## config.mk

```make
export PLATFORM = sky130hd
export DESIGN_NAME = ps2_cmd_tx
export DESIGN_NICKNAME = d
export VERILOG_FILES = /design/src/rtl/ps2_pkg.sv /design/src/rtl/ps2_sync_edge.sv /design/src/rtl/ps2_cmd_tx.sv
export SDC_FILE = /design/constraint.sdc
export NUM_CORES = 1
export LEC_CHECK = 0
export ABC_AREA = 0
export CAP_MARGIN = 20
export CORE_MARGIN = 1
export CORE_UTILIZATION = 50
export DETAILED_ROUTE_END_ITERATION = 10
export HOLD_SLACK_MARGIN = 0.1
export PLACE_DENSITY_LB_ADDON = 0.2
export REMOVE_ABC_BUFFERS = 1
export SKIP_CTS_REPAIR_TIMING = 1
export SLEW_MARGIN = 25
export SYNTH_ARGS = -nofsm -noshare
export SYNTH_HDL_FRONTEND = slang
export SYNTH_SLANG_ARGS = --single-unit
```

## constraint.sdc

```tcl
create_clock -name clk -period 4.6 [get_ports clk]
set_input_delay 0.46 -clock clk [delete_from_list [all_inputs] [get_ports clk]]
set_output_delay 0.46 -clock clk [all_outputs]
set_load 0.02 [all_outputs]
```

## src/rtl/ps2_pkg.sv

```systemverilog
// Shared types and constants for the PS/2 host-to-device command transmitter.
// Frame layout helper: start(0), data LSB first, odd parity, stop(1).
package ps2_pkg;

  typedef enum logic [2:0] {
    ST_IDLE,
    ST_INHIBIT,
    ST_RTS,
    ST_DATA,
    ST_ACK,
    ST_DONE,
    ST_ERR
  } ps2_state_e;

  localparam int FRAME_BITS = 11;

  localparam logic [1:0] ERR_NONE    = 2'd0;
  localparam logic [1:0] ERR_NACK    = 2'd1;
  localparam logic [1:0] ERR_TIMEOUT = 2'd2;

  localparam logic [7:0] CMD_SET_LED = 8'hED;
  localparam logic [7:0] CMD_RESET   = 8'hFF;
  localparam logic [7:0] CMD_ENABLE  = 8'hF4;

  function automatic logic [FRAME_BITS-1:0] make_frame(input logic [7:0] b);
    return {1'b1, ~^b, b, 1'b0};
  endfunction

endpackage

```

## src/rtl/ps2_sync_edge.sv

```systemverilog
// Multi-stage synchroniser for an asynchronous PS/2 pin, with a falling-edge
// pulse derived from the synchronised level. Lines idle high, so reset to 1.
module ps2_sync_edge #(
  parameter int SYNC_STAGES = 2
) (
  input  logic clk,
  input  logic rst_n,
  input  logic pin_i,
  output logic level_o,
  output logic fe_o
);

  logic [SYNC_STAGES-1:0] sync_q;
  logic                   prev_q;

  always_ff @(posedge clk) begin
    if (!rst_n) begin
      sync_q <= '1;
      prev_q <= 1'b1;
    end else begin
      sync_q <= {sync_q[SYNC_STAGES-2:0], pin_i};
      prev_q <= sync_q[SYNC_STAGES-1];
    end
  end

  assign level_o = sync_q[SYNC_STAGES-1];
  assign fe_o    = prev_q & ~level_o;

endmodule

```

## src/rtl/ps2_cmd_tx.sv

```systemverilog
// PS/2 host-to-device command transmitter: inhibit, request-to-send, device-clocked
// frame, ACK check. Optional response timeout enabled by defining PS2_TX_TIMEOUT_EN.
module ps2_cmd_tx
  import ps2_pkg::*;
#(
  parameter int INHIBIT_CYCLES = 5000,
  parameter int TIMEOUT_CYCLES = 750000,
  parameter int SYNC_STAGES    = 2
) (
  input  logic       clk,
  input  logic       rst_n,
  input  logic [7:0] cmd_data,
  input  logic       cmd_valid,
  output logic       cmd_ready,
  input  logic       ps2_clk_in,
  input  logic       ps2_dat_in,
  output logic       ps2_clk_oe,
  output logic       ps2_dat_oe,
  output logic       tx_busy,
  output logic       tx_done,
  output logic       tx_err,
  output logic [1:0] err_code,
  output ps2_state_e dbg_state
);

  // Handshake: a command is taken on any cycle where cmd_valid & cmd_ready; cmd_ready
  // is high only in IDLE, and cmd_valid seen at any other time is simply dropped.

  localparam int             INH_W    = (INHIBIT_CYCLES > 1) ? $clog2(INHIBIT_CYCLES) : 1;
  localparam logic [INH_W-1:0] INH_LAST = INH_W'(INHIBIT_CYCLES - 1);
  localparam logic [3:0]     STOP_IDX = 4'(FRAME_BITS - 1);

  ps2_state_e               state_q, state_d;
  logic [INH_W-1:0]         inh_cnt_q, inh_cnt_d;
  logic [3:0]               bit_cnt_q, bit_cnt_d;
  logic [FRAME_BITS-1:0]    frame_q, frame_d;
  logic [1:0]               err_code_q, err_code_d;

  logic clk_level, clk_fe, dat_level, dat_fe_unused;

  ps2_sync_edge #(.SYNC_STAGES(SYNC_STAGES)) u_sync_clk (
    .clk(clk), .rst_n(rst_n), .pin_i(ps2_clk_in), .level_o(clk_level), .fe_o(clk_fe)
  );

  ps2_sync_edge #(.SYNC_STAGES(SYNC_STAGES)) u_sync_dat (
    .clk(clk), .rst_n(rst_n), .pin_i(ps2_dat_in), .level_o(dat_level), .fe_o(dat_fe_unused)
  );

`ifdef PS2_TX_TIMEOUT_EN
  localparam int              TO_W    = (TIMEOUT_CYCLES > 1) ? $clog2(TIMEOUT_CYCLES) : 1;
  localparam logic [TO_W-1:0] TO_LAST = TO_W'(TIMEOUT_CYCLES - 1);
  logic [TO_W-1:0] to_cnt_q, to_cnt_d;

  always_ff @(posedge clk) begin
    if (!rst_n) to_cnt_q <= '0;
    else        to_cnt_q <= to_cnt_d;
  end
`else
  logic [31:0] timeout_unused;
  assign timeout_unused = TIMEOUT_CYCLES;
`endif

  always_ff @(posedge clk) begin
    if (!rst_n) state_q <= ST_IDLE;
    else        state_q <= state_d;
  end

  always_ff @(posedge clk) begin
    if (!rst_n) begin
      inh_cnt_q  <= '0;
      bit_cnt_q  <= '0;
      frame_q    <= '1;
      err_code_q <= ERR_NONE;
    end else begin
      inh_cnt_q  <= inh_cnt_d;
      bit_cnt_q  <= bit_cnt_d;
      frame_q    <= frame_d;
      err_code_q <= err_code_d;
    end
  end

  always_comb begin
    state_d    = state_q;
    inh_cnt_d  = inh_cnt_q;
    bit_cnt_d  = bit_cnt_q;
    frame_d    = frame_q;
    err_code_d = err_code_q;
    unique case (state_q)
      ST_IDLE: begin
        if (cmd_valid) begin
          frame_d    = make_frame(cmd_data);
          err_code_d = ERR_NONE;
          inh_cnt_d  = '0;
          state_d    = ST_INHIBIT;
        end
      end
      // Falling edges here come from our own pulldown and are ignored.
      ST_INHIBIT: begin
        if (inh_cnt_q == INH_LAST) state_d = ST_RTS;
        else                       inh_cnt_d = inh_cnt_q + 1'b1;
      end
      ST_RTS: begin
        bit_cnt_d = '0;
        state_d   = ST_DATA;
      end
      ST_DATA: begin
        if (clk_fe) begin
          if (bit_cnt_q == STOP_IDX) begin
            if (dat_level) begin
              state_d    = ST_ERR;
              err_code_d = ERR_NACK;
            end else begin
              state_d = ST_ACK;
            end
          end else begin
            bit_cnt_d = bit_cnt_q + 1'b1;
          end
        end
      end
      ST_ACK:  if (clk_level && dat_level) state_d = ST_DONE;
      ST_DONE: state_d = ST_IDLE;
      ST_ERR:  state_d = ST_IDLE;
      default: state_d = ST_IDLE;
    endcase
`ifdef PS2_TX_TIMEOUT_EN
    to_cnt_d = '0;
    if (state_q inside {ST_RTS, ST_DATA, ST_ACK}) begin
      to_cnt_d = to_cnt_q + 1'b1;
      if (to_cnt_q == TO_LAST) begin
        state_d    = ST_ERR;
        err_code_d = ERR_TIMEOUT;
      end
    end
`endif
  end

  always_comb begin
    cmd_ready  = 1'b0;
    ps2_clk_oe = 1'b0;
    ps2_dat_oe = 1'b0;
    tx_busy    = 1'b0;
    tx_done    = 1'b0;
    tx_err     = 1'b0;
    unique case (state_q)
      ST_IDLE:    cmd_ready = 1'b1;
      ST_INHIBIT: begin
        ps2_clk_oe = 1'b1;
        ps2_dat_oe = (inh_cnt_q == INH_LAST);
        tx_busy    = 1'b1;
      end
      ST_RTS: begin
        ps2_dat_oe = 1'b1;
        tx_busy    = 1'b1;
      end
      // bit_cnt 0 holds the start bit; each device falling edge advances one bit.
      ST_DATA: begin
        ps2_dat_oe = ~frame_q[bit_cnt_q];
        tx_busy    = 1'b1;
      end
      ST_ACK:  tx_busy = 1'b1;
      ST_DONE: tx_done = 1'b1;
      ST_ERR:  tx_err  = 1'b1;
      default: cmd_ready = 1'b0;
    endcase
  end

  assign err_code  = err_code_q;
  assign dbg_state = state_q;

endmodule

```

# ---- After elaboration in Yosys (flattened, before gate mapping)
# Index checks and enable logic that the tools add are counted.
dict set report op_classes {
  n_bitwise 3
  n_addsub 2
  n_eq_ne 16
  reduce_logical 12
  mux 26
  n_lt_le_gt_ge 1
}
# op n
set op_table {}
lappend op_table {{$mux W13} 2}
lappend op_table {{$pmux W13 S2} 1}
lappend op_table {{$mux W3} 5}
lappend op_table {{$pmux W3 S5} 1}
lappend op_table {{$ne A2 B2 Y1 const B} 7}
lappend op_table {{$add A13 B1 Y13 const B} 1}
lappend op_table {{$eq A13 B13 Y1 const B} 1}
lappend op_table {{$mux W2} 5}
lappend op_table {{$reduce_and A5 Y1} 2}
lappend op_table {{$eq A3 B3 Y1 const B} 3}
lappend op_table {{$mux W4} 2}
lappend op_table {{$pmux W4 S2} 1}
lappend op_table {{$reduce_xnor A8 Y1} 1}
lappend op_table {{$eq A3 B2 Y1 const B} 2}
lappend op_table {{$mux W1} 6}
lappend op_table {{$reduce_and A3 Y1} 2}
lappend op_table {{$reduce_bool A2 Y1} 3}
lappend op_table {{$lt A4 B5 Y1 const B} 1}
lappend op_table {{$add A4 B1 Y4 const B} 1}
lappend op_table {{$bmux W1 S4} 1}
lappend op_table {{$eq A4 B4 Y1 const B} 1}
lappend op_table {{$pmux W2 S2} 1}
lappend op_table {{$reduce_or A4 Y1} 1}
lappend op_table {{$eq A3 B1 Y1 const B} 1}
lappend op_table {{7 further kinds} 8}
dict set report totals {
  elab_cells 68
  regBits 37
  input_bits 13
  output_inout_bits 11
}

# ---- Longest topological paths before layout
dict set report logic_depth {
  depth_word 4
  depth_mapped 7
  depth_no_buf 6
}

# ---- Cells and area by module
# A second synthesis with hierarchy kept.
dict set report unflattened {
  cells_unflattened 214
  hier_area_um2 1838.0
}
# module area_per_inst_um2 cells_per_inst instances seq_area_each_um2
set by_module_without_submodules {}
lappend by_module_without_submodules {ps2_cmd_tx 1667.8 200 1 620.6}
lappend by_module_without_submodules {ps2_sync_edge 85.1 7 2 60.1}

# ---- Least setup slack after synthesis
# No wires, ideal clock.
dict set report synth_timing {
  path_kind {register to output}
  startpoint {reg bit_cnt_q[1]}
  endpoint {out ps2_dat_oe}
  slack_ps 2334
  arrival_time_ps 1806
  path_stages_with_launch 6
  path_buffers 1
  required_ps 4140
  path_cell_list {dfxtp_1 > clkbuf_1 > mux4_2 > o22ai_1 > a311oi_1 > o21ai_0}
}
dict set report synth_between {
  elab_chain_len 4
}
# item line_no
set synth_rtl {}
lappend synth_rtl {{start: declaration} ps2_cmd_tx.sv:35} ;# logic [3:0] bit_cnt_q, bit_cnt_d;
lappend synth_rtl {{start signal: assignment} ps2_cmd_tx.sv:76} ;# bit_cnt_q <= bit_cnt_d;
lappend synth_rtl {{$bmux W1 S4} ps2_cmd_tx.sv:157} ;# ps2_dat_oe = ~frame_q[bit_cnt_q];
lappend synth_rtl {{$mux W1 (implied by the code)} ps2_cmd_tx.sv:157}
lappend synth_rtl {{$not A1 Y1} ps2_cmd_tx.sv:157}
lappend synth_rtl {{$pmux W1 S3} ps2_cmd_tx.sv:144} ;# unique case (state_q)
lappend synth_rtl {{end: declaration} ps2_cmd_tx.sv:18} ;# output logic ps2_dat_oe,
# No other way between the ends. The select of a mux whose other input is x is not followed.

# ---- Final worst setup path
dict set report layout_timing {
  startpoint {reg state_q[0] (netlist: dbg_state[0])}
  endpoint {out ps2_dat_oe}
}
dict set report layout_between {
  elab_chain_len 2
  elab_cells_between_ends 4
  classes_between {3 x eq/ne; 1 x mux}
}
# item line_no
set layout_rtl {}
lappend layout_rtl {{start: declaration} ps2_cmd_tx.sv:33} ;# ps2_state_e state_q, state_d;
lappend layout_rtl {{start signal: assignment} ps2_cmd_tx.sv:65} ;# else state_q <= state_d;
lappend layout_rtl {{$eq A3 B2 Y1 / $eq A3 B1 Y1 (equally long branches)} ps2_cmd_tx.sv:144}
lappend layout_rtl {{$pmux W1 S3 (*)} ps2_cmd_tx.sv:144}
# Mark *: on every way between the ends. The rest lies on a longest branch, timed or not.

==> results.md <==
* GRT Overall Usage at 22.40%
* Final hold viol count at 0
* Starting Density at between 50% and 60%
* Post-synthesis sequential area ratio at 36.81%
* Fin crit period at 3117 ps
* CTS root buf: clkbuf_8
* Crit. End Element: output port
* Crit Path Class: flop to output port
* Slew margin rel. at 49.84%
* Via count at 1681
* Leakage power at just over 0.8 nW
* Share of the synthesized area in the top cell type at 36.81%
* DRC errors left at 0
* Fin nets at ~260
* Drt first pass iters at 4
* Gate Count Post-Synth at 229
* Total CTS buffers at 5
* Final Skew at approximately 6.9 ps
* Die W at 64.58 um
* Worst Path Arrival at 2660 ps
* PD cells at 450.8 mW/mm^2
* CP required at 4140 ps
* Post-Syn Area at 0.001958 mm^2
* Fin. max-slew vios at 0
* Critical path's slowest cell: dfxtp_1
* Setup TNS at 0 ps
* Max-cap viol count at 0
* First-iteration detailed-routing DRC count at 113
* Final RePlAce weighted congestion at 0.8125
* Final setup viols at 0
* Max Root-Sink Buffers at 2
* Netlist cell types at 56
* Port bufs at 22
* Die H at 64.58 um
* Most frequent cells after synthesis: nand2_1, dfxtp_1, a21oi_1, nand3_1, nor2_1
* Worst-Margin Slew at 750.0 ps
* Outcome: completed
* Maximum vdd drop at 0.2024 mV
* Final wirelength at 4087 um
* Congestion Overflow GR at 0
* Top post-synthesis cells by area: dfxtp_1, nand2_1, mux2i_1
* Ratio of final minimum period to clock period at 67.76%
* # IOs at 24
* Most frequent cell after synthesis: nand2_1
* Non-Filler Instances at slightly below 300
* # rows at 22
* Clock sink count at 36
* Clock latency at the later pin of the worst-skew pair at 290 ps
* Vias in the first global route at 1617
* FF/Latch Area at just over 700 um^2
* CP Max Fanout at 23
* Fmax achieved at 320.8 MHz
* Synth warn at 0
* Die area at 0.004171 mm^2
* Asr flop ratio synth at 0%
* Slowest stage delay, CP at 760 ps
* Unrepaired setup endpoints after global routing: no
* Placed wire-length estimate at 2846 um
* Largest net degree at the start of global routing at 24
* H-tree depth at 2
* Core Region at 0.003716 mm^2
* Startpoint types: flop
* Share of post-route cells with drive strength above 1 at 8.537%
* Top FF cell, synth: dfxtp_1
* HP Class: flop to flop
* Area delta synth->final at 16.87%
* Antenna cells at 0
* Number of fillers in the final layout at 346
* TritonCTS clock tree: built
* Yosys top cell by area: dfxtp_1
* Synth Register Bits at 36
* DR vias/cell at 5.718
* Worst path cell trace: nor3b_4 > nand3_2 > nand2b_1 > o21ai_0 > clkdlybuf4s50_1
* Post-route ant nets at 0
* Number of flops mapped to enable cells by yosys at 0
* Multi-input gate area in the final layout at 0.001157 mm^2
* Synthesized area per cell at approximately 8.6 um^2
* First-pass GRT wire length at between 7000 and 8000 um
* Initial antenna violation count at 0
* Routed WL per cell at 13.90 um
* DP Cell Count at 287
* Worst-path clk slew at 70 ps
[registers in the layout, indices dropped and copies added (netlist names)]
register / count
inh_cnt_q: 13
frame_q: 10
bit_cnt_q: 4
dbg_state: 3
u_sync_clk.sync_q: 2
u_sync_dat.sync_q: 2
err_code: 1
u_sync_clk.prev_q: 1
[worst paths after layout]
kind,start,to,slack [ps],cells after the start
worst max-delay path,dbg_state[0]$_SDFFE_PN0P_,ps2_dat_oe,1480,5
worst min-delay path,u_sync_dat.sync_q[0]$_SDFF_PN1_,u_sync_dat.sync_q[1]$_SDFF_PN1_,400,1
worst max register to register,dbg_state[0]$_SDFFE_PN0P_,inh_cnt_q[3]$_SDFFE_PN0P_,2180,4
worst min register to register,u_sync_dat.sync_q[0]$_SDFF_PN1_,u_sync_dat.sync_q[1]$_SDFF_PN1_,400,1
[cell families after synthesis]
family / after synthesis / share of synthesized area [%]
buf+inv: 20 / 4.090
other cells: 1 / 0.1915
xor+xnor: 10 / 4.473
simple gates: 107 / 30.99
fa+ha+maj: 3 / 1.917
mux: 9 / 5.304
flops: 36 / 36.81
compound gates: 43 / 16.23
[critical path: cells and delay by family (launching register included)]
family | cells | cell delay, ps
DFF | 1 | 760
and+or+nand+nor | 3 | 850
buffers and inverters | 1 | 650
AOI/OAI and AO/OA | 1 | 120
[cell type report]
cell class,instances,share of cell area [%]
Multi-Input combinational cell,173,50.57
Inverter,7,1.148
Sequential cell,36,31.49
Tap cell,48,2.624
Clock buffer,7,4.210
Timing Repair Buffer,23,9.951
[metal layers]
metal  wire [um]  GRT usage [%]  vias up
met5           0              0        -
li1            -              -      863
met1        1980          27.64      777
met2        1923          38.03       35
met4          54          7.500        0
met3         129          5.282        6
[where the power goes]
group          internal (mW)  switching [mW]  leakage [nW]
clock network          0.133           0.109        0.0503
logic                  0.169           0.205         0.467
registers              0.354          0.0611         0.294
[per-stage QoR]
| stage | utilization [%] | instance area (um^2) | power (mW) | hold slack [ps] | setup slack, ps |
|---|---|---|---|---|---|
| after floorplan | - | 1904 | 0.6561 | 386.3 | 2295 |
| after global placement | 58.99 | 2192 | 0.7900 | 388.5 | 1853 |
| after detailed placement | 58.99 | 2192 | 0.7948 | 390.9 | 1814 |
| after CTS | 61.58 | 2288 | 1.036 | 406.7 | 1475 |
| after global routing | 61.58 | 2288 | 1.099 | 429.1 | 1308 |
| final | 61.58 | 2288 | 1.032 | 399.5 | 1483 |
[layout by cell type, fill, tap and decap left out, drive strengths merged, types with 2 or more instances in the layout]
cell / n
nand2: 37
dfxtp: 36
clkdlybuf4s50: 22
nand3: 13
a21oi: 12
nor2: 11
nand2b: 10
xnor2: 8
inv: 7
mux2i: 7
o21ai: 7
clkbuf: 7
nor3: 5
o31ai: 4
or4: 4
or3: 4
nand3b: 3
nand4: 3
o2111ai: 3
ha: 3
or4b: 3
and4: 3
xor2: 2
a31oi: 2
and3b: 2
a211oi: 2
o21a: 2
o211ai: 2
nor4: 2
a2111oi: 2
Power figures use the tool's default switching activity.
